<file path="src/rtl/tristate_pkg.sv">
// tristate_pkg: shared types and defaults for the tristate bus sequencer
package tristate_pkg;
  localparam int BUS_WIDTH      = 4;
  localparam int HOLD_DEF       = 2;
  localparam int TURN_DEF       = 1;
  localparam int SAMPLE_DLY_DEF = 1;
  typedef enum logic [1:0] {S_IDLE, S_DRIVE, S_TURN, S_SAMPLE} state_t;
  function automatic int max3(input int a, input int b, input int c);
    int m;
    m = (a > b) ? a : b;
    return (m > c) ? m : c;
  endfunction
endpackage

</file>
<file path="src/rtl/tristate_bus_ctrl_phase_counter.sv">
// phase_counter: loadable saturating down-counter with zero flag
// ports: clk, reset (async high), load/load_val (load takes priority), zero (count is 0)
module phase_counter #(
  parameter int W = 2
) (
  input  logic         clk,
  input  logic         reset,
  input  logic         load,
  input  logic [W-1:0] load_val,
  output logic         zero
);
  logic [W-1:0] cnt_q, cnt_d;
  always_comb cnt_d = load ? load_val : (cnt_q == '0 ? cnt_q : cnt_q - W'(1));
  always_ff @(posedge clk or posedge reset)
    if (reset) cnt_q <= '0;
    else cnt_q <= cnt_d;
  assign zero = cnt_q == '0;
endmodule

</file>
<file path="src/rtl/tristate_bus_ctrl.sv">
// tristate_bus_ctrl: sequences single-beat reads/writes onto a shared tristate bus
// ports: req_valid/req_ready/req_write/req_data request handshake; d_out/en drive the
// tristate buffer; bus_in is the resolved bus; rsp_valid/rsp_data return read data; busy
module tristate_bus_ctrl
  import tristate_pkg::*;
#(
  parameter int WIDTH      = BUS_WIDTH,
  parameter int HOLD       = HOLD_DEF,
  parameter int TURN       = TURN_DEF,
  parameter int SAMPLE_DLY = SAMPLE_DLY_DEF
) (
  input  logic             clk,
  input  logic             reset,
  input  logic             req_valid,
  output logic             req_ready,
  input  logic             req_write,
  input  logic [WIDTH-1:0] req_data,
  output logic [WIDTH-1:0] d_out,
  output logic             en,
  input  logic [WIDTH-1:0] bus_in,
  output logic             rsp_valid,
  output logic [WIDTH-1:0] rsp_data,
  output logic             busy
);
  localparam int CW = $clog2(max3(HOLD, TURN, SAMPLE_DLY) + 1);
  localparam logic [CW-1:0] HOLD_LD = CW'(HOLD - 1);
  localparam logic [CW-1:0] TURN_LD = CW'(TURN > 0 ? TURN - 1 : 0);
  localparam logic [CW-1:0] SMP_LD  = CW'(SAMPLE_DLY - 1);

  if (HOLD < 1 || SAMPLE_DLY < 1 || TURN < 0) begin : g_bad_params
    $error("tristate_bus_ctrl: illegal HOLD/TURN/SAMPLE_DLY");
  end

  state_t           state_q, state_d;
  logic             en_q, en_d, rsp_valid_q, rsp_valid_d, cnt_ld, cnt_zero;
  logic [WIDTH-1:0] d_out_q, d_out_d, rsp_data_q, rsp_data_d;
  logic [CW-1:0]    cnt_val;

  phase_counter #(.W(CW)) u_cnt (
    .clk      (clk),
    .reset    (reset),
    .load     (cnt_ld),
    .load_val (cnt_val),
    .zero     (cnt_zero)
  );

  always_comb begin
    state_d     = state_q;
    en_d        = en_q;
    d_out_d     = d_out_q;
    rsp_valid_d = 1'b0;
    rsp_data_d  = rsp_data_q;
    cnt_ld      = 1'b0;
    cnt_val     = '0;
    unique case (state_q)
      S_IDLE: if (req_valid) begin
        cnt_ld  = 1'b1;
        cnt_val = req_write ? HOLD_LD : SMP_LD;
        state_d = req_write ? S_DRIVE : S_SAMPLE;
        en_d    = req_write;
        d_out_d = req_write ? req_data : '0;
      end
      S_DRIVE: if (cnt_zero) begin
        cnt_ld  = 1'b1;
        cnt_val = TURN_LD;
        state_d = (TURN > 0) ? S_TURN : S_IDLE;
        en_d    = 1'b0;
        d_out_d = '0;
      end
      S_TURN: state_d = cnt_zero ? S_IDLE : S_TURN;
      S_SAMPLE: if (cnt_zero) begin
        state_d     = S_IDLE;
        rsp_valid_d = 1'b1;
        rsp_data_d  = bus_in;
      end
      default: state_d = S_IDLE;
    endcase
  end

  always_ff @(posedge clk or posedge reset)
    if (reset) begin
      state_q     <= S_IDLE;
      en_q        <= 1'b0;
      d_out_q     <= '0;
      rsp_valid_q <= 1'b0;
      rsp_data_q  <= '0;
    end else begin
      state_q     <= state_d;
      en_q        <= en_d;
      d_out_q     <= d_out_d;
      rsp_valid_q <= rsp_valid_d;
      rsp_data_q  <= rsp_data_d;
    end

  // reset is folded in so no request is offered while the block is held in reset
  assign req_ready = (state_q == S_IDLE) && !reset;
  assign busy      = state_q != S_IDLE;
  assign en        = en_q;
  assign d_out     = d_out_q;
  assign rsp_valid = rsp_valid_q;
  assign rsp_data  = rsp_data_q;
endmodule

</file>
<file path="config.mk">
export PLATFORM = sky130hd
export DESIGN_NAME = tristate_bus_ctrl
export DESIGN_NICKNAME = d
export VERILOG_FILES = /design/src/rtl/tristate_pkg.sv /design/src/rtl/tristate_bus_ctrl_phase_counter.sv /design/src/rtl/tristate_bus_ctrl.sv
export SDC_FILE = /design/constraint.sdc
export NUM_CORES = 1
export LEC_CHECK = 0
export CORE_UTILIZATION = 40
export DETAILED_ROUTE_END_ITERATION = 16
export PLACE_DENSITY = 0.81
export REMOVE_ABC_BUFFERS = 1
export SKIP_LAST_GASP = 1
export SYNTH_ARGS = -nofsm -noshare
export SYNTH_HDL_FRONTEND = slang
export SYNTH_SLANG_ARGS = --single-unit
</file>
<file path="constraint.sdc">
create_clock -name clk -period 1.5 [get_ports clk]
set_input_delay 0.15 -clock clk [delete_from_list [all_inputs] [get_ports clk]]
set_output_delay 0.15 -clock clk [all_outputs]
set_load 0.1 [all_outputs]
</file>
==> flow_summary.html, run 1 <==
<table>
<tr><th>Metric</th><th>Value</th></tr>
<tr><th colspan="2">Drt</th></tr>
<tr><td>Antenna viol nets, final</td><td>0</td></tr>
<tr><td>Number of iterations in the first detailed-routing pass</td><td>3</td></tr>
<tr><td>Total via count after detailed routing</td><td>around 470</td></tr>
<tr><td>Via-to-Cell Ratio</td><td>approximately 5.1</td></tr>
<tr><td>Per-cell routed wire length</td><td>roughly 15 microns</td></tr>
<tr><td>Iteration-0 DRC Markers</td><td>4</td></tr>
<tr><td>Wire length reported by the detailed router</td><td>between 1000 and 1500 microns</td></tr>
<tr><td>DRC violation count after routing</td><td>0</td></tr>
<tr><th colspan="2">Synth</th></tr>
<tr><td>Number of storage elements in the synthesis netlist</td><td>14</td></tr>
<tr><td>Xor/xnor share of the synthesized area</td><td>0%</td></tr>
<tr><td>Dominant combinational cell family by area after synthesis</td><td>compound AO/OA/AOI/OAI gates</td></tr>
<tr><td>Top cells by area in the synthesized netlist</td><td>dfrtp_1, mux2_2, a22o_1</td></tr>
<tr><td>Post-synthesis cell type with the largest combined area</td><td>dfrtp_1</td></tr>
<tr><td>Most repeated cell in the gate-level netlist after synthesis</td><td>dfrtp_1</td></tr>
<tr><td>Count of warnings emitted by yosys</td><td>0</td></tr>
<tr><td>Area share of fa/ha/maj cells after synthesis</td><td>under 10%</td></tr>
<tr><td>Area fraction in and, or, nand and nor cells after synthesis</td><td>5.85%</td></tr>
<tr><td>Commonest cells in the netlist</td><td>dfrtp_1, inv_1, a22o_1, mux2_2, nor2_1</td></tr>
<tr><td>Async S/R FF share, synth</td><td>100%</td></tr>
<tr><td>Mean post-synth cell area</td><td>~12 sq um</td></tr>
<tr><td>Multiplexer share of the synthesized area</td><td>around 9.2%</td></tr>
<tr><td>Top-area cell type share of the netlist area</td><td>about three fifths</td></tr>
<tr><td>Post-synthesis cell count</td><td>48</td></tr>
<tr><td>Main synth FF type</td><td>dfrtp_1</td></tr>
<tr><td>Complex-gate fraction of the synthesized area</td><td>between 10% and 20%</td></tr>
<tr><td>Mapped cell area</td><td>599 sq um</td></tr>
<tr><td>Number of distinct library cells after synthesis</td><td>17</td></tr>
<tr><td>Post-synthesis sequential area ratio</td><td>58.5%</td></tr>
<tr><td>Count of flip-flops with a built-in enable after synthesis</td><td>0</td></tr>
<tr><th colspan="2">Critical path</th></tr>
<tr><td>Crit path DAT</td><td>~1.3 ns</td></tr>
<tr><td>Maximum fanout count along the critical path</td><td>3</td></tr>
<tr><td>R2r setup slk</td><td>approximately 0.11 ns</td></tr>
<tr><td>Critical path start-end classification</td><td>reg -&gt; out</td></tr>
<tr><td>Critical path launch point</td><td>state_q[1]$_DFFE_PP0P_</td></tr>
<tr><td>Required time worst endpoint</td><td>around 1.4 ns</td></tr>
<tr><td>Critical Path Start Type</td><td>register</td></tr>
<tr><td>Category of the worst setup path capture point</td><td>primary output</td></tr>
<tr><td>Launch instance of the worst register-to-register path</td><td>u_cnt.cnt_q[0]$_DFFE_PP0P_</td></tr>
<tr><th colspan="2">Die</th></tr>
<tr><td>Site row count</td><td>13</td></tr>
<tr><td>Vertical die dimension</td><td>40.7 microns</td></tr>
<tr><td>Area of the die</td><td>roughly 1700 sq um</td></tr>
<tr><td>Initial cell density of the core</td><td>between 40% and 50%</td></tr>
<tr><td>Num ports</td><td>24</td></tr>
<tr><td>Core Box Area</td><td>roughly 1400 sq um</td></tr>
<tr><td>Die boundary width</td><td>40.7 microns</td></tr>
<tr><th colspan="2">Clock tree</th></tr>
<tr><td>Reg clk slew, reported paths</td><td>roughly 0.080 ns</td></tr>
<tr><td>Bufs on Longest Clock Path</td><td>2</td></tr>
<tr><td>Clock network latency to the later pin of the worst-skew pair</td><td>0.27 ns</td></tr>
<tr><td>Clock tree root driver cell</td><td>clkbuf_4</td></tr>
<tr><td>CTS Buf Count</td><td>3</td></tr>
<tr><td>CTS tree</td><td>yes</td></tr>
<tr><td># clock sinks</td><td>14</td></tr>
<tr><td>H-tree depth</td><td>1</td></tr>
<tr><th colspan="2">STA</th></tr>
<tr><td>Period Utilization, post-route</td><td>a little under 100%</td></tr>
<tr><td>Slew at the pin with the worst max-slew slack</td><td>~0.52 ns</td></tr>
<tr><td>Worst-case headroom to the max-slew limit</td><td>65.3%</td></tr>
<tr><td>Peak clock frequency supported by timing</td><td>just under 0.7 GHz</td></tr>
<tr><td>TNS Setup</td><td>0 ns</td></tr>
<tr><td>Total count of hold-check failures in the final report</td><td>0</td></tr>
<tr><td>Minimum period implied by the final worst setup slack</td><td>around 1.5 ns</td></tr>
<tr><td>Total of endpoints with negative setup slack in the final report</td><td>0</td></tr>
<tr><td>Final Max Tran Viols</td><td>0</td></tr>
<tr><td>Worst clock skew</td><td>around 0.0024 ns</td></tr>
<tr><th colspan="2">Flow run</th></tr>
<tr><td>Max-cap violation count</td><td>0</td></tr>
<tr><th colspan="2">Global routing</th></tr>
<tr><td>Via count of the first global-routing pass</td><td>between 400 and 500</td></tr>
<tr><td>Global-route wire length before repair</td><td>between 1500 and 2000 microns</td></tr>
<tr><td>Largest net degree at the start of global routing</td><td>15</td></tr>
<tr><td>Total GRT Usage</td><td>18.0%</td></tr>
<tr><td>GR Overflow Total</td><td>0</td></tr>
<tr><td>Antenna violations before repair</td><td>0</td></tr>
<tr><th colspan="2">Place</th></tr>
<tr><td>Number of I/O port buffers</td><td>23</td></tr>
<tr><td>Detailed placer's ending HPWL</td><td>between 1000 and 1500 microns</td></tr>
<tr><td>Routability Congestion</td><td>roughly 0.73</td></tr>
<tr><th colspan="2">Finish</th></tr>
<tr><td>Fill cell count</td><td>91</td></tr>
<tr><td>Final net count</td><td>between 90 and 100</td></tr>
<tr><td>Util after Layout</td><td>approximately 77%</td></tr>
<tr><td>Fraction of layout cells with a size suffix above 1</td><td>between 40% and 50%</td></tr>
<tr><td>Syn-to-layout area delta</td><td>73.3%</td></tr>
<tr><td>Antenna cells</td><td>0</td></tr>
<tr><th colspan="2">Hold path</th></tr>
<tr><td>Worst hold path type</td><td>in -&gt; async</td></tr>
<tr><th colspan="2">Run status</th></tr>
<tr><td>Run status</td><td>finished, final reports clean</td></tr>
</table>
-- worst paths after layout --
path,endpoint,depth (start not counted)
min in group clk,rsp_data[0]$_DFFE_PP0P_,2
max,req_ready,4
min reg2reg,en$_DFFE_PP0P_,1
max in group asynchronous,state_q[1]$_DFFE_PP0P_,2
max reg2reg,d_out[3]$_DFFE_PP0P_,5
min,u_cnt.cnt_q[0]$_DFFE_PP0P_,2
-- per-stage QoR --
step                instance area (sq um)  hold WS, ns  instances  worst slack (ns)
detailed placement                    963        0.546         85            0.0629
global route                         1040        0.333         92           -0.0207
global placement                      963        0.533         85             0.124
CTS                                  1010        0.289         89            0.0187
finish                               1040        0.291         92            0.0263
floorplan                             594       0.0392         47             -1.04
-- cells by family after synthesis --
kind of cell / count (synthesis)
mux: 5
fa+ha+maj: 2
buf+inv: 8
flops: 14
compound gates: 12
simple gates: 7
-- registers in the layout, indices dropped and copies added, names as in the netlist --
signal	flops
rsp_valid	1
state_q	2
en	1
rsp_data	4
u_cnt.cnt_q	2
d_out	4
-- layer usage --
layer  GRT usage [%]  part of all wire, %
met1            18.1                   41
met2            32.9                   54
met3            8.70                  4.4
met4            4.17                    0
met5               0                    0
-- critical path, cell delays in order, from the launching register on --
cell and delay (ns):
dfrtp_2 0.44, nor2_4 0.13, inv_1 0.10, nor2_2 0.19, buf_12 0.19
-- cell usage in the layout, fill, tap and decap left out --
cell,instances
nor2_1,2
clkbuf_8,1
a22o_2,1
a21oi_1,1
a2bb2oi_1,1
o32a_1,1
nand3_1,1
inv_1,7
mux2i_2,1
clkbuf_4,3
and3_1,1
a211oi_1,1
dfrtp_2,2
clkdlybuf4s50_1,11
or2_4,1
dfrtp_1,12
buf_4,3
nor2_4,1
ha_1,2
buf_12,12
mux2_2,4
a22o_1,5
a21o_2,2
nor2_2,1
-- final cells by class --
| cell class | instances | area [sq um] | area share (%) |
|---|---|---|---|
| multi-input combinational | 26 | 231 | 22.3 |
| clock buffer | 4 | 36.3 | 3.49 |
| sequential | 14 | 353 | 34.0 |
| tap | 15 | 18.8 | 1.81 |
| timing repair buffer | 26 | 373 | 35.9 |
| inverter | 7 | 26.3 | 2.53 |
-- repair_timing --
action                     CTS  global route
hold buffers                 0             0
resized for setup            3             3
setup endpoints to repair    1             2
pin swaps                    0             1
buffers inserted             0             3
Power of run 1 is left out: the tool's default activity adds up to more than one toggle a clock period on the data nets, which glitch-free logic cannot reach.
==> run 2: changes to the inputs <==
--- a/config.mk
+++ b/config.mk
@@ -5,9 +5,10 @@
 export SDC_FILE = /design/constraint.sdc
 export NUM_CORES = 1
 export LEC_CHECK = 0
+export ABC_AREA = 1
 export CORE_UTILIZATION = 40
 export DETAILED_ROUTE_END_ITERATION = 16
-export PLACE_DENSITY = 0.81
+export PLACE_DENSITY = 0.79
 export REMOVE_ABC_BUFFERS = 1
 export SKIP_LAST_GASP = 1
 export SYNTH_ARGS = -nofsm -noshare
==> run 2 against run 1 <==
  * Hold slack got worse by 0.040 ns
  * Maximum frequency increased by 2.6%
  * Sequential share of layout area decreased by 0.92 points
  * Routed wire length increased by 3.2%
  * Worst setup slack gained 0.037 ns
  * Global-route usage rose by 0.078 points
  * Cell count grew 26%
  * Final area grew 2.8%
  * Count of clock-buffer cells in the layout down 1
  * Register-to-register slack improved by 0.19 ns
==> flow_summary.html, run 2 <==
<table>
<tr><th>Metric</th><th>Value</th></tr>
<tr><th colspan="2">Run status</th></tr>
<tr><td>Run status</td><td>finished, final reports clean</td></tr>
<tr><th colspan="2">STA</th></tr>
<tr><td>TNS Setup</td><td>0 ns (unchanged)</td></tr>
<tr><td>Total count of hold-check failures in the final report</td><td>0 (unchanged)</td></tr>
<tr><td>Final Max Tran Viols</td><td>0 (unchanged)</td></tr>
<tr><td>Minimum period implied by the final worst setup slack</td><td>1.44 ns (-0.0373 ns)</td></tr>
<tr><td>Slew at the pin with the worst max-slew slack</td><td>0.524 ns (+0.00360 ns)</td></tr>
<tr><td>Total of endpoints with negative setup slack in the final report</td><td>0 (unchanged)</td></tr>
<tr><td>Worst-case headroom to the max-slew limit</td><td>65.0% (-0.24 points)</td></tr>
<tr><td>Period Utilization, post-route</td><td>95.8% (-2.5 points)</td></tr>
<tr><td>Worst clock skew</td><td>0.000775 ns (-0.00165 ns)</td></tr>
<tr><td>Peak clock frequency supported by timing</td><td>0.696 GHz (+2.6%)</td></tr>
<tr><td>Setup repair after global routing missed its margin</td><td>no</td></tr>
<tr><th colspan="2">Clock tree</th></tr>
<tr><td>Reg clk slew, reported paths</td><td>0.08 ns (about the same)</td></tr>
<tr><td># clock sinks</td><td>14 (unchanged)</td></tr>
<tr><td>CTS Buf Count</td><td>3 (unchanged)</td></tr>
<tr><td>H-tree depth</td><td>1 (unchanged)</td></tr>
<tr><td>Count of hold buffers inserted by post-cts repair</td><td>0 (unchanged)</td></tr>
<tr><td>CTS tree</td><td>yes</td></tr>
<tr><td>Clock network latency to the later pin of the worst-skew pair</td><td>0.27 ns (about the same)</td></tr>
<tr><td>Clock tree root driver cell</td><td>clkbuf_4</td></tr>
<tr><td>Bufs on Longest Clock Path</td><td>2 (unchanged)</td></tr>
<tr><th colspan="2">Finish</th></tr>
<tr><td>Final net count</td><td>116 (+26%)</td></tr>
<tr><td>Fill cell count</td><td>101 (+11%)</td></tr>
<tr><td>Final instance area</td><td>1070 sq um (+2.8%)</td></tr>
<tr><td>Final Non-Filler Cells</td><td>116 (+26%)</td></tr>
<tr><td>Leading cell type in the layout, fill and taps excluded</td><td>nand2_1</td></tr>
<tr><td>Util after Layout</td><td>70.0% (-6.9 points)</td></tr>
<tr><td>Syn-to-layout area delta</td><td>63.1%</td></tr>
<tr><td>Sequential cell area</td><td>353 sq um (unchanged)</td></tr>
<tr><td>Area of the multi-input gates</td><td>272 sq um (+17%)</td></tr>
<tr><td>Most frequent cells in the layout</td><td>nand2_1, dfrtp_1, buf_12, clkdlybuf4s50_1, inv_1</td></tr>
<tr><td>Antenna cells</td><td>0 (unchanged)</td></tr>
<tr><td>Fraction of layout cells with a size suffix above 1</td><td>32.0% (-9.6 points)</td></tr>
<tr><th colspan="2">Die</th></tr>
<tr><td>Vertical die dimension</td><td>42.4 microns (+4.3%)</td></tr>
<tr><td>Num ports</td><td>24 (unchanged)</td></tr>
<tr><td>Area of the die</td><td>1800 sq um (+8.7%)</td></tr>
<tr><td>Initial cell density of the core</td><td>42.9% (-1.5 points)</td></tr>
<tr><td>Die boundary width</td><td>42.4 microns (+4.3%)</td></tr>
<tr><td>Core Box Area</td><td>1520 sq um (+13%)</td></tr>
<tr><td>Site row count</td><td>14 (+1)</td></tr>
<tr><th colspan="2">Synth</th></tr>
<tr><td>Post-synthesis sequential area ratio</td><td>53.5% (-4.9 points)</td></tr>
<tr><td>Post-synthesis cell count</td><td>72 (+50%)</td></tr>
<tr><td>Top-area cell type share of the netlist area</td><td>53.5% (-4.9 points)</td></tr>
<tr><td>Top cells by area in the synthesized netlist</td><td>dfrtp_1, nand2_1, nand3_2</td></tr>
<tr><td>Mean post-synth cell area</td><td>9.09 sq um (-27%)</td></tr>
<tr><td>Number of distinct library cells after synthesis</td><td>17 (unchanged)</td></tr>
<tr><td>Count of flip-flops with a built-in enable after synthesis</td><td>0 (unchanged)</td></tr>
<tr><td>Most repeated cell in the gate-level netlist after synthesis</td><td>nand2_1</td></tr>
<tr><td>Count of warnings emitted by yosys</td><td>0 (unchanged)</td></tr>
<tr><td>Mapped cell area</td><td>654 sq um (+9.2%)</td></tr>
<tr><td>Main synth FF type</td><td>dfrtp_1</td></tr>
<tr><td>Post-synthesis cell type with the largest combined area</td><td>dfrtp_1</td></tr>
<tr><td>Commonest cells in the netlist</td><td>nand2_1, dfrtp_1, inv_1, nand3_1, nor2_1</td></tr>
<tr><td>Number of storage elements in the synthesis netlist</td><td>14 (unchanged)</td></tr>
<tr><td>Async S/R FF share, synth</td><td>100% (unchanged)</td></tr>
<tr><th colspan="2">Place</th></tr>
<tr><td>Number of I/O port buffers</td><td>23 (unchanged)</td></tr>
<tr><td>Cell area after placement</td><td>1020 sq um (+6.4%)</td></tr>
<tr><td>Routability Congestion</td><td>0.675 (-7.8%)</td></tr>
<tr><td>Detailed placer's ending HPWL</td><td>1120 microns (+12%)</td></tr>
<tr><td>Total placed cells including tap cells</td><td>111 (+31%)</td></tr>
<tr><th colspan="2">Drt</th></tr>
<tr><td>DRC violation count after routing</td><td>0 (unchanged)</td></tr>
<tr><td>Antenna viol nets, final</td><td>0 (unchanged)</td></tr>
<tr><td>Wire length reported by the detailed router</td><td>1390 microns (+3.2%)</td></tr>
<tr><td>Via-to-Cell Ratio</td><td>4.76 (-7.1%)</td></tr>
<tr><td>Number of iterations in the first detailed-routing pass</td><td>4 (+1)</td></tr>
<tr><td>Per-cell routed wire length</td><td>12.0 microns (-18%)</td></tr>
<tr><td>Iteration-0 DRC Markers</td><td>7 (+3)</td></tr>
<tr><td>Total via count after detailed routing</td><td>552 (+17%)</td></tr>
<tr><th colspan="2">Global routing</th></tr>
<tr><td>Via count of the first global-routing pass</td><td>599 (+31%)</td></tr>
<tr><td>Total GRT Usage</td><td>18.1% (+0.078 points)</td></tr>
<tr><td>Antenna violations before repair</td><td>0 (unchanged)</td></tr>
<tr><td>GR Overflow Total</td><td>0 (unchanged)</td></tr>
<tr><td>Largest net degree at the start of global routing</td><td>15 (unchanged)</td></tr>
<tr><td>Global-route wire length before repair</td><td>2400 microns (+28%)</td></tr>
<tr><th colspan="2">Flow run</th></tr>
<tr><td>Max-cap violation count</td><td>0 (unchanged)</td></tr>
<tr><th colspan="2">Critical path</th></tr>
<tr><td>Maximum fanout count along the critical path</td><td>4 (+1)</td></tr>
<tr><td>Critical path launch point</td><td>state_q[0]$_DFFE_PP0P_</td></tr>
<tr><td>Crit path DAT</td><td>1.29 ns (-0.03 ns)</td></tr>
<tr><td>Critical path start-end classification</td><td>reg -&gt; out</td></tr>
<tr><td>Category of the worst setup path capture point</td><td>primary output</td></tr>
<tr><td>Worst path cell trace</td><td>nor2_4 -&gt; inv_2 -&gt; nor2_2 -&gt; buf_12</td></tr>
<tr><td>Critical Path Start Type</td><td>register</td></tr>
<tr><td>Top delay family on crit path</td><td>flip-flops</td></tr>
<tr><td>Launch instance of the worst register-to-register path</td><td>u_cnt.cnt_q[0]$_DFFE_PP0P_</td></tr>
<tr><td>CP peak stage delay</td><td>0.46 ns (+0.02 ns)</td></tr>
<tr><td>Worst path bufs/invs</td><td>2 (unchanged)</td></tr>
<tr><td>Cell type of the slowest stage on the worst timing path</td><td>dfrtp_2</td></tr>
<tr><td>Required time worst endpoint</td><td>1.35 ns (about the same)</td></tr>
<tr><th colspan="2">Hold path</th></tr>
<tr><td>Worst hold path type</td><td>in -&gt; async</td></tr>
</table>
==> run 2: changes by cell type after synthesis, sizes merged, moves of 2 or more <==
cell and change:
a22o -6, a21oi +2, nor2 +2, a21o -2
nand3 +8, mux2 -4, nand2 +28
==> run 2: path summary, 6_finish.rpt <==
kind | end | slack (ns) | depth (start not counted)
setup / recovery | req_ready | 0.06 | 4
hold / removal | rsp_data[1]$_DFFE_PP0P_ | 0.25 | 2
setup reg to reg | state_q[1]$_DFFE_PP0P_ | 0.30 | 6
hold reg to reg | u_cnt.cnt_q[1]$_DFFE_PP0P_ | 0.54 | 2
max in group asynchronous | state_q[0]$_DFFE_PP0P_ | 0.87 | 2
min in group clk | d_out[3]$_DFFE_PP0P_ | 0.40 | 3
==> run 2: kinds of logic (layout without fill, tap and decap cells) <==
family / after synthesis / after routing / share of synthesized area [%]
adder cells (fa/ha/maj): 2 / 2 / 3.82
AND/OR/NAND/NOR: 43 / 43 / 33.7
flip-flops: 14 / 14 / 53.5
buffers and inverters: 9 / 37 / 5.35
AO/OA/AOI/OAI: 4 / 4 / 3.63
==> run 2: through the flow <==
| step | worst slack [ns] | hold WS, ns |
|---|---|---|
| 2_1_floorplan | -0.803 | 0.0392 |
| 3_3_place_gp | 0.288 | 0.494 |
| 3_5_place_dp | 0.261 | 0.537 |
| 4_1_cts | 0.0113 | 0.271 |
| 5_1_grt | 0.0155 | 0.319 |
| 6_report | 0.0636 | 0.252 |
==> run 2: metal layers <==
layer	vias to the layer above	part of all wire [%]	track usage, %
li1	281	-	-
met1	251	47	22.4
met2	17	46	29.8
met3	3	4.5	3.02
met4	0	2.2	9.38
met5	-	0	0
==> run 2: layout make-up <==
| type | count | share of cell area, % |
|---|---|---|
| timing repair buffer | 25 | 34.2 |
| sequential | 14 | 33.1 |
| multi-input combinational | 49 | 25.4 |
| inverter | 9 | 3.28 |
| clock buffer | 3 | 2.11 |
| tap | 16 | 1.88 |
==> run 2: timing repair <==
item                       CTS  global route
hold endpoints to repair     0             0
pin swaps                    0             1
resized for setup            2             1
buffers inserted             0             2
setup endpoints to repair    1             1
gates cloned                 0             0
Power of run 2 is left out for the same reason.
==> run 3: changes to the inputs <==
--- a/config.mk
+++ b/config.mk
@@ -8,7 +8,9 @@
 export ABC_AREA = 1
 export CORE_UTILIZATION = 40
 export DETAILED_ROUTE_END_ITERATION = 16
-export PLACE_DENSITY = 0.79
+export DONT_BUFFER_PORTS = 1
+export MAX_ROUTING_LAYER = met4
+export PLACE_DENSITY = 0.6
 export REMOVE_ABC_BUFFERS = 1
 export SKIP_LAST_GASP = 1
 export SYNTH_ARGS = -nofsm -noshare
==> run 3 against run 2 <==
  * First-iteration DRC count shrank 14%
  * Maximum frequency shrank 2.1%
  * Via count shrank 1.4%
  * Cell count shrank 1.7%
  * Non-clock buffer count shrank 3
  * Hold slack lost 0.23 ns
  * Clock skew grew 0.0032 ns
  * Die area is the same
==> flow_summary.html, run 3 (synthesis results as in run 2) <==
<table>
<tr><th>Metric</th><th>Value</th></tr>
<tr><th colspan="2">Drt</th></tr>
<tr><td>Per-cell routed wire length</td><td>12.3 microns (+2.7%)</td></tr>
<tr><td>Total via count after detailed routing</td><td>544 (-1.4%)</td></tr>
<tr><td>Post-Route M1 WL</td><td>610 microns (-6.4%)</td></tr>
<tr><td>Topmost layer with routed signal wires</td><td>met4</td></tr>
<tr><td>Number of iterations in the first detailed-routing pass</td><td>4 (unchanged)</td></tr>
<tr><td>Met3 wirelength from detailed routing</td><td>73 microns (+16%)</td></tr>
<tr><td>Iteration-0 DRC Markers</td><td>6 (-1)</td></tr>
<tr><td>Detailed route wirelength on metal2</td><td>683 microns (+5.9%)</td></tr>
<tr><td>Wire length reported by the detailed router</td><td>1410 microns (+0.93%)</td></tr>
<tr><td>DRC violation count after routing</td><td>0 (unchanged)</td></tr>
<tr><td>Via-to-Cell Ratio</td><td>4.77 (+0.28%)</td></tr>
<tr><td>Antenna viol nets, final</td><td>0 (unchanged)</td></tr>
<tr><th colspan="2">Critical path</th></tr>
<tr><td>Top delay family on crit path</td><td>flip-flops</td></tr>
<tr><td>Critical Path Start Type</td><td>register</td></tr>
<tr><td>CP peak stage delay</td><td>0.47 ns (about the same)</td></tr>
<tr><td>Maximum fanout count along the critical path</td><td>4 (unchanged)</td></tr>
<tr><td>Crit path DAT</td><td>1.32 ns (+0.03 ns)</td></tr>
<tr><td>Worst path cell trace</td><td>nor2_4 -&gt; inv_2 -&gt; nor2_2 -&gt; buf_12</td></tr>
<tr><td>Required time worst endpoint</td><td>1.35 ns (about the same)</td></tr>
<tr><td>Critical path start-end classification</td><td>reg -&gt; out</td></tr>
<tr><td>Worst path bufs/invs</td><td>2 (unchanged)</td></tr>
<tr><td>Cell type of the slowest stage on the worst timing path</td><td>dfrtp_2</td></tr>
<tr><td>Category of the worst setup path capture point</td><td>primary output</td></tr>
<tr><th colspan="2">Place</th></tr>
<tr><td>Routability Congestion</td><td>0.658 (-2.5%)</td></tr>
<tr><td>Minimum setup slack after placement</td><td>0.330 ns (+0.0689 ns)</td></tr>
<tr><td>Detailed placer's ending HPWL</td><td>919 microns (-18%)</td></tr>
<tr><td>Number of I/O port buffers</td><td>0 (-100%)</td></tr>
<tr><th colspan="2">Finish</th></tr>
<tr><td>Sequential cell area</td><td>353 sq um (unchanged)</td></tr>
<tr><td>Antenna cells</td><td>0 (unchanged)</td></tr>
<tr><td>Area of the multi-input gates</td><td>272 sq um (unchanged)</td></tr>
<tr><td>Fraction of layout cells with a size suffix above 1</td><td>32.7% (+0.65 points)</td></tr>
<tr><td>Syn-to-layout area delta</td><td>40.0%</td></tr>
<tr><td>Fill cell count</td><td>131 (+30%)</td></tr>
<tr><td>Most frequent cells in the layout</td><td>nand2_1, dfrtp_1, buf_4, dlygate4sd3_1, inv_1</td></tr>
<tr><td>Final net count</td><td>113 (-2.6%)</td></tr>
<tr><td>Leading cell type in the layout, fill and taps excluded</td><td>nand2_1</td></tr>
<tr><th colspan="2">Clock tree</th></tr>
<tr><td>Reg clk slew, reported paths</td><td>0.08 ns (about the same)</td></tr>
<tr><td>CTS Buf Count</td><td>3 (unchanged)</td></tr>
<tr><td>Bufs on Longest Clock Path</td><td>2 (unchanged)</td></tr>
<tr><td>CTS tree</td><td>yes</td></tr>
<tr><td>H-tree depth</td><td>1 (unchanged)</td></tr>
<tr><td># clock sinks</td><td>14 (unchanged)</td></tr>
<tr><td>Clock network latency to the later pin of the worst-skew pair</td><td>0.29 ns (+0.02 ns)</td></tr>
<tr><td>Clock tree root driver cell</td><td>clkbuf_4</td></tr>
<tr><th colspan="2">Global routing</th></tr>
<tr><td>Via count of the first global-routing pass</td><td>557 (-7.0%)</td></tr>
<tr><td>Antenna violations before repair</td><td>0 (unchanged)</td></tr>
<tr><td>Global-route wire length before repair</td><td>2280 microns (-4.9%)</td></tr>
<tr><td>Total GRT Usage</td><td>18.1% (+0.055 points)</td></tr>
<tr><td>GR Overflow Total</td><td>0 (unchanged)</td></tr>
<tr><td>Largest net degree at the start of global routing</td><td>15 (unchanged)</td></tr>
<tr><th colspan="2">STA</th></tr>
<tr><td>Minimum period implied by the final worst setup slack</td><td>1.47 ns (+0.0308 ns)</td></tr>
<tr><td>Worst-case headroom to the max-slew limit</td><td>65.4% (+0.40 points)</td></tr>
<tr><td>Peak clock frequency supported by timing</td><td>0.682 GHz (-2.1%)</td></tr>
<tr><td>Slew at the pin with the worst max-slew slack</td><td>0.518 ns (-0.00593 ns)</td></tr>
<tr><td>Total of endpoints with negative setup slack in the final report</td><td>0 (unchanged)</td></tr>
<tr><td>Fin worst setup slack</td><td>0.0327 ns (-0.0308 ns)</td></tr>
<tr><td>Final Max Tran Viols</td><td>0 (unchanged)</td></tr>
<tr><td>Worst clock skew</td><td>0.00401 ns (+0.00324 ns)</td></tr>
<tr><td>Total count of hold-check failures in the final report</td><td>0 (unchanged)</td></tr>
<tr><td>Period Utilization, post-route</td><td>97.8% (+2.1 points)</td></tr>
<tr><th colspan="2">Die</th></tr>
<tr><td>Vertical die dimension</td><td>42.4 microns (unchanged)</td></tr>
<tr><td>Core Box Area</td><td>1520 sq um (unchanged)</td></tr>
<tr><td>Die boundary width</td><td>42.4 microns (unchanged)</td></tr>
<tr><td>Num ports</td><td>24 (unchanged)</td></tr>
<tr><td>Initial cell density of the core</td><td>42.9% (unchanged)</td></tr>
<tr><td>Area of the die</td><td>1800 sq um (unchanged)</td></tr>
<tr><td>Site row count</td><td>14 (unchanged)</td></tr>
<tr><th colspan="2">Hold path</th></tr>
<tr><td>Worst hold path type</td><td>in -&gt; reg</td></tr>
<tr><th colspan="2">Run status</th></tr>
<tr><td>Run status</td><td>finished, final reports clean</td></tr>
<tr><th colspan="2">Flow run</th></tr>
<tr><td>Max-cap violation count</td><td>0 (unchanged)</td></tr>
</table>
run 3: metrics by stage:
stage	util, %	TNS, ns	std cells	area [sq um]	hold WS [ns]
after CTS	59.4	0	113	906	0.0281
final	60.1	0	114	916	0.0261
after floorplan	-	-0.803	72	654	0.0392
after global routing	60.1	-0.00396	114	916	0.0366
after global placement	51.1	0	100	779	0.111
after detailed placement	51.1	0	100	779	0.108
run 3: worst register-to-register path: cells and delay by family (launching register included):
family / cells / cell delay, ns
and+or+nand+nor: 2 / 0.14
adders and majority gates: 1 / 0.25
DFF: 1 / 0.36
AOI/OAI and AO/OA: 1 / 0.17
buffers and inverters: 2 / 0.16
run 3: final timing paths:
path	from	to	slack [ns]	depth (start not counted)
max reg2reg	u_cnt.cnt_q[0]$_DFFE_PP0P_	state_q[1]$_DFFE_PP0P_	0.31	6
min reg2reg	rsp_data[1]$_DFFE_PP0P_	rsp_data[1]$_DFFE_PP0P_	0.49	2
min in group asynchronous	reset	d_out[0]$_DFFE_PP0P_	0.34	2
min	req_valid	state_q[1]$_DFFE_PP0P_	0.03	2
max in group asynchronous	reset	state_q[0]$_DFFE_PP0P_	0.79	2
max	state_q[0]$_DFFE_PP0P_	req_ready	0.03	4
run 3: routing by layer:
metal,GRT usage [%],up-vias
met5,-,-
met4,11.3,0
met3,5.17,5
met2,28.9,17
met1,19.7,247
li1,-,275
run 3: what timing repair did:
item / in CTS / in global routing
gates resized for setup: 0 / 2
hold endpoints to repair: 22 / 0
setup endpoints to repair: 0 / 1
setup buffers: 0 / 1
hold buffers: 9 / 0
run 3: area by class of cell:
class                      count  area share, %
sequential                    14           38.5
multi-input combinational     49           29.6
timing repair buffer          22           21.9
clock buffer                   4           3.96
inverter                       9           3.83
tap                           16           2.19
Power of run 3 is left out for the same reason.
